## config.mk

```make
export PLATFORM = sky130hd
export DESIGN_NAME = hazard_forward_unit
export DESIGN_NICKNAME = d
export VERILOG_FILES = /design/src/rtl/hazard_forward_unit.sv
export SDC_FILE = /design/constraint.sdc
export NUM_CORES = 1
export LEC_CHECK = 0
export CAP_MARGIN = 30
export CORE_MARGIN = 10
export CORE_UTILIZATION = 45
export CTS_CLUSTER_SIZE = 28
export DETAILED_ROUTE_END_ITERATION = 8
export GPL_ROUTABILITY_DRIVEN = 0
export GPL_TIMING_DRIVEN = 0
export PLACE_DENSITY = 0.72
export SYNTH_ARGS = -nofsm -noshare
export SYNTH_HDL_FRONTEND = slang
export SYNTH_SLANG_ARGS = --single-unit
```

## constraint.sdc

```tcl
create_clock -name CLK -period 2.5 [get_ports CLK]
set_clock_uncertainty 0.05 [all_clocks]
set_input_delay 0.5 -clock CLK [delete_from_list [all_inputs] [get_ports CLK]]
set_output_delay 0.5 -clock CLK [all_outputs]
set_load 0.02 [all_outputs]
```

## src/rtl/hazard_forward_unit.sv

```systemverilog
// Decode-side hazard unit: a registered scoreboard of downstream destinations
// drives per-operand forwarding selects and the load-use stall.

module hfu_operand_resolve #(
    parameter int REG_W      = 5,
    parameter int FWD_STAGES = 3,
    parameter int LOAD_STAGE = 2,
    parameter int SEL_W      = 2
) (
    input  logic                             id_valid,
    input  logic                             src_used,
    input  logic [REG_W-1:0]                 src,
    input  logic [FWD_STAGES:1]              sb_vld,
    input  logic [FWD_STAGES:1][REG_W-1:0]   sb_dest,
    input  logic [FWD_STAGES:1]              sb_ld,
    output logic [SEL_W-1:0]                 sel,
    output logic                             hazard
);

    // Walk oldest to youngest so the youngest match is the one left standing;
    // a young load hazard therefore masks any older forwardable copy.
    always_comb begin
        sel    = '0;
        hazard = 1'b0;
        if (id_valid && src_used && (src != '0)) begin
            for (int k = FWD_STAGES; k >= 1; k--) begin
                if (sb_vld[k] && (sb_dest[k] == src)) begin
                    sel    = SEL_W'(k);
                    hazard = sb_ld[k] && (k < LOAD_STAGE);
                end
            end
            if (hazard) sel = '0;
        end
    end

endmodule

module hazard_forward_unit #(
    parameter int REG_W      = 5,
    parameter int FWD_STAGES = 3,
    parameter int LOAD_STAGE = 2,
    parameter int CNT_W      = 16,
    parameter int SEL_W      = $clog2(FWD_STAGES+1)
) (
    input  logic              CLK,
    input  logic              RST,
    input  logic              id_valid,
    input  logic [REG_W-1:0]  id_rs,
    input  logic [REG_W-1:0]  id_rt,
    input  logic              id_rs_used,
    input  logic              id_rt_used,
    input  logic [REG_W-1:0]  id_dest,
    input  logic              id_wen,
    input  logic              id_is_load,
    input  logic              pipe_en,
    input  logic              flush,
    output logic              stall,
    output logic [SEL_W-1:0]  fwd_sel_rs,
    output logic [SEL_W-1:0]  fwd_sel_rt,
    output logic [CNT_W-1:0]  stall_cnt
);

    localparam int NUM_OPS = 2;

    logic [FWD_STAGES:1]             vld_pipe;
    logic [FWD_STAGES:1][REG_W-1:0]  sb_dest;
    logic [FWD_STAGES:1]             sb_ld;

    logic [NUM_OPS-1:0][REG_W-1:0]   op_src;
    logic [NUM_OPS-1:0]              op_used;
    logic [NUM_OPS-1:0][SEL_W-1:0]   op_sel;
    logic [NUM_OPS-1:0]              op_hazard;

    assign op_src  = {id_rt, id_rs};
    assign op_used = {id_rt_used, id_rs_used};

    for (genvar i = 0; i < NUM_OPS; i++) begin : g_op
        hfu_operand_resolve #(
            .REG_W      (REG_W),
            .FWD_STAGES (FWD_STAGES),
            .LOAD_STAGE (LOAD_STAGE),
            .SEL_W      (SEL_W)
        ) u_res (
            .id_valid (id_valid),
            .src_used (op_used[i]),
            .src      (op_src[i]),
            .sb_vld   (vld_pipe),
            .sb_dest  (sb_dest),
            .sb_ld    (sb_ld),
            .sel      (op_sel[i]),
            .hazard   (op_hazard[i])
        );
    end

    assign fwd_sel_rs = op_sel[0];
    assign fwd_sel_rt = op_sel[1];
    assign stall      = id_valid && !flush && (|op_hazard);

    always_ff @(posedge CLK) begin
        if (RST) begin
            vld_pipe  <= '0;
            sb_dest   <= '0;
            sb_ld     <= '0;
            stall_cnt <= '0;
        end else if (pipe_en) begin
            for (int k = 2; k <= FWD_STAGES; k++) begin
                vld_pipe[k] <= vld_pipe[k-1];
                sb_dest[k]  <= sb_dest[k-1];
                sb_ld[k]    <= sb_ld[k-1];
            end
            // Stalled or flushed decode slots enter EX as bubbles.
            vld_pipe[1] <= !stall && !flush && id_valid && id_wen && (id_dest != '0);
            sb_dest[1]  <= id_dest;
            sb_ld[1]    <= id_is_load;
            if (stall && (stall_cnt != '1))
                stall_cnt <= stall_cnt + 1'b1;
        end
    end

endmodule

```

Word-level counts from Yosys, hierarchy flattened
Index checks and enable logic that the tools add are counted.
- $add $sub $neg: 1
- eq/ne operators: 7
- mux-type cells: 16
- reductions and logical operators: 24
- operator list (kind ; number):
    $eq A5 B5 Y1 ; 6
    $mux W2 ; 10
    $logic_and A1 B1 Y1 ; 17
    $add A16 B1 Y16 const B ; 1
    $ne A16 B16 Y1 const B ; 1
    $reduce_bool A5 Y1 ; 3
    $mux W1 ; 6
    $logic_not A1 Y1 ; 2
    $reduce_and A2 Y1 ; 1
    $reduce_or A2 Y1 ; 1
- bits in registers: 35
- input port bits: 24
- output and inout bits: 21
- word-level logic and storage cells: 54

Depth between registers and ports, before layout
- depth in word-level cells: 12
- depth in mapped cells: 8
- depth with buffers taken out: 7

By module
A second synthesis with hierarchy kept.
- cell total of the unflattened synthesis: 231
- area, all modules: 2075.7 sq um
- by module, submodules not included (module ; instances ; cells an instance ; area an instance (sq um) ; sequential area each (sq um)):
    hazard_forward_unit ; 1 ; 171 ; 1620.3 ; 740.7
    hfu_operand_resolve ; 2 ; 30 ; 227.7 ; 0.0

Worst setup path after synthesis
No wires, ideal clock.
- path kind: input port to output port
- start point: input port id_rt[3]
- end point: output port stall
- data arrival time: 2326 ps
- data required time: 1950 ps
- slack: -376 ps
- stages on the path: 7
- buffers on the path: 2
- cell sequence: xor2_1 nor4_2 nand3_1 o22a_4 buf_12 buf_12 nor4b_1
- longest elaborated chain between the ends: 7
- elaborated cells between the ends (all ways): 9
- classes of those cells: eq/ne: 1; mux: 3; reduce/logical: 5
- RTL lines (what ; RTL line ; RTL):
    from (decl) ; 49 ; input logic [REG_W-1:0] id_rt,
    $eq A5 B5 Y1 ; 27 ; if (sb_vld[k] && (sb_dest[k] == src)) begin
    $logic_and A1 B1 Y1 ; 27 ;
    $mux W1 ; 27 ;
    $mux W1 ; 25 ; if (id_valid && src_used && (src != '0)) begin
    $mux W1 * ; 25 ;
    $reduce_or A2 Y1 * ; 97 ; assign stall = id_valid && !flush && (|op_hazard);
    $logic_and A1 B1 Y1 * ; 97 ;
    to (decl) ; 57 ; output logic stall,
Mark *: on every way between the ends. The rest lies on a longest branch, timed or not. The select of a mux whose other input is x is not followed.

Worst setup path after layout
- start point: input port id_valid
- end point: output port stall
- longest elaborated chain between the ends: 5
- elaborated cells between the ends (all ways): 9
- classes of those cells: mux: 2; reduce/logical: 7
- RTL lines (what ; RTL line ; RTL):
    from (decl) ; 47 ; input logic id_valid,
    $logic_and A1 B1 Y1 (2 in series) ; 25 ;
    $mux W1 ; 25 ;
    $reduce_or A2 Y1 ; 97 ;
    $logic_and A1 B1 Y1 * ; 97 ;
Mark *: on every way between the ends. The rest lies on a longest branch, timed or not.

==> results.sh <==
export IMPL_status="finished, violations left"
export IMPL_violations="setup timing"
export IMPL_max_stage_delay_ps=540
export IMPL_layout_commonest_cell="dfxtp_1"
export IMPL_post_route_min_period_ps=2660
export IMPL_p_leak_nw=1.11
export IMPL_grt_ovfl_total=0
export IMPL_crit_type="in -> out"
export IMPL_ant_nets=0
export IMPL_cts_tree="done"
export IMPL_syn_to_final_growth_pct=32.0
export IMPL_synth_seq_cells=35
export IMPL_nets=320
export IMPL_place_area_um2=2650
export IMPL_grt_pass1_wl_um=9640
export IMPL_die_h_um=88.8
export IMPL_finalHoldViolCount=0
export IMPL_drcViolationCount=0
export IMPL_cp_start_kind="input pin"
export IMPL_io_buffers=44
export IMPL_vias_per_cell=5.72
export IMPL_fp_dieW_um=88.8
export IMPL_worstSetupEndpointType="output port"
export IMPL_period_share_pct=107
export IMPL_r2r_start="sb_dest[3]$_SDFFE_PP0P_"
export IMPL_wirelength_um=5970
export IMPL_n_antenna_cell=0
export IMPL_worst_slack_ps=-163
export IMPL_slowest_stage="clkdlybuf4s50_1"
export IMPL_synth_area_top_cells="dfxtp_1 (33%), xor2_1 (9.9%), mux2i_1 (8.9%)"
export IMPL_clk_path_buf_depth=2
export IMPL_antenna_found_initial=0
export IMPL_hp_start="stall_cnt[10]$_SDFFE_PP0P_"
export IMPL_grt_pass1_vias=2005
export IMPL_vias=1989
export IMPL_synth_top_cell_area_share_pct=32.9
export IMPL_clock_latency_ps=280
export IMPL_use_met2_pct=25.4
export IMPL_rsz0062_at_grt="yes"
export IMPL_max_cap_viol_count=0
export IMPL_synthFlopType="dfxtp_1"
export IMPL_hold_path_class="reg -> reg"
export IMPL_worst_slew_pin_transition_ps=721
export IMPL_fill_cells=397
export IMPL_rrSetupSlack_ps=60
export IMPL_drive_above_1_share_pct=21.6
export IMPL_crit_arrival_ps=2110
export IMPL_initial_core_util_pct=47.6
export IMPL_syn_nets=260
export IMPL_dpl_hpwl_um=4480
export IMPL_yosysSeqAreaShare_pct=32.9
export IMPL_crit_path_max_fanout=4
export IMPL_hold_path_depth=2
export IMPL_grt_busiest_layer="met2"
export IMPL_grt_use_met3_pct=3.77
export IMPL_rows=24
export IMPL_cts_sinks=35
export IMPL_fin_setup_tns_ps=-181
export IMPL_peakVddDrop_mv=0.274
export IMPL_die_area_um2=7880
export IMPL_synth_cell_types=42
export IMPL_syn_area_um2=2130
export IMPL_power_density_nw_per_um2=401
export IMPL_cts_root_buf="clkbuf_8"
export IMPL_drt_pass1_iter_count=4
export IMPL_synthCells=235
export IMPL_htree_num_levels=2
export IMPL_hold_path_end="stall_cnt[10]$_SDFFE_PP0P_"
export IMPL_place_inst=331
export IMPL_crit_top_cell="buf_4"
export IMPL_drt_iter0_drc=136
export IMPL_syn_avg_cell_area_um2=9.06
export IMPL_async_reset_ff_share_pct=0
export IMPL_cp_cell_sequence="clkdlybuf4s50_1, o211ai_1, buf_4, o22a_4, buf_12, nor4b_4, buf_4"
export IMPL_finish_instance_area_um2=2810
export IMPL_drv_slew=0
export IMPL_reg2reg_to="stall_cnt[13]$_SDFFE_PP0P_"
export IMPL_total_power_mw=1.13
export IMPL_wire_per_inst_um=17.1
export IMPL_fin_cells=348
export IMPL_yosysWarnings=0
export IMPL_core_um2=4470
export IMPL_grt_max_degree=11
export IMPL_final_cell_mix="dfxtp_1 (31), nor2_1 (30), clkdlybuf4s50_1 (29)"
export IMPL_grt_use_total_pct=15.5
export IMPL_numCtsBuffers=5
export IMPL_synth_area_leader_cell="dfxtp_1"
export IMPL_io_pins=45
export IMPL_r2r_cells=8
export IMPL_cp_required_ps=1950
export IMPL_setup_viol=2
export IMPL_use_met1_pct=19.5
export IMPL_synth_edf_count=0
export IMPL_clkTransAtPathRegs_ps=70
export IMPL_fmax_ghz=0.376
export IMPL_slew_headroom_pct=51.9
-- area by class of cell --
cell class / count / area [um2] / area share [%]
tap: 52 / 65.1 / 2.32
buffer: 9 / 52.6 / 1.87
sequential: 35 / 713 / 25.4
inverter: 4 / 15.0 / 0.534
clock inverter: 1 / 5.00 / 0.178
timing repair buffer: 54 / 465 / 16.6
multi-input combinational: 186 / 1420 / 50.4
clock buffer: 7 / 76.3 / 2.72
-- report_power, final --
group	switching [mW]	internal [mW]	leakage, nW
Clock	0.194	0.195	0.0422
Sequential	0.0143	0.567	0.286
Combinational	0.0832	0.0722	0.778
-- kinds of logic after synthesis --
group                    share of synthesized area (%)
AND/OR/NAND/NOR                                   28.7
flip-flops                                        32.9
XOR/XNOR                                          12.3
AO/OA/AOI/OAI                                     8.99
multiplexers                                      12.5
buffers and inverters                             4.05
adder cells (fa/ha/maj)                          0.587
-- synth_stat cells (2+ instances only) --
| master | number |
|---|---|
| dfxtp_1 | 35 |
| nor2_1 | 31 |
| xor2_1 | 24 |
| mux2i_1 | 19 |
| nand3_1 | 14 |
| nand2_1 | 10 |
| a21oi_1 | 9 |
| or4_1 | 8 |
| and3_1 | 6 |
| clkbuf_1 | 6 |
| nor2b_1 | 6 |
| nor4_1 | 6 |
| o31ai_1 | 6 |
| xnor2_1 | 6 |
| inv_1 | 4 |
| mux2_1 | 4 |
| nand4_1 | 4 |
| nor3_1 | 4 |
| nand2b_1 | 3 |
| nor4_2 | 3 |
| buf_12 | 2 |
| mux2_4 | 2 |
| nor3_2 | 2 |
| nor4_4 | 2 |
| o211ai_1 | 2 |
-- per-stage QoR --
stage / hold slack (ps) / util [%] / setup WS (ps)
after global placement: 439 / 59.2 / -1260
after floorplan: 416 / - / 17.1
after detailed placement: 444 / 59.2 / -1300
final: 454 / 62.8 / -163
after global routing: 500 / 62.8 / -230
after CTS: 455 / 62.1 / -207
-- layer usage --
metal  share of wire [%]  routed length, um
met1                  47               2810
met5                   0                  0
met4                0.96                 57
met3                 3.7                221
met2                  48               2880
-- critical path: cells and delay by family --
kind | cells | cell delay (ps)
buffers and inverters | 4 | 1010
AOI/OAI and AO/OA | 2 | 370
and+or+nand+nor | 1 | 230
-- registers in the layout, summed over array words and instances (netlist names) --
signal,flops
sb_dest,15
sb_ld,1
vld_pipe,3
stall_cnt,16
-- what timing repair did --
action | CTS | global route
setup buffers | 11 | 1
gates resized for setup | 62 | 19
hold buffers | 0 | 0
setup endpoints to repair | 22 | 25
pin swaps | 10 | 11
-- how the worst max path moves through the flow --
stage	startpoint	end	slack, ps	depth (start not counted)
2_1_floorplan	id_rt[3]	stall	20	7
3_3_place_gp	id_rs[4]	stall	-1260	9
3_5_place_dp	id_rs[4]	stall	-1300	9
4_1_cts	sb_dest[1]$_SDFFE_PP0P_	stall	-210	7
5_1_grt	sb_dest[3]$_SDFFE_PP0P_	stall	-230	7
6_report	id_valid	stall	-160	7
(Power assumes the default switching activity.)
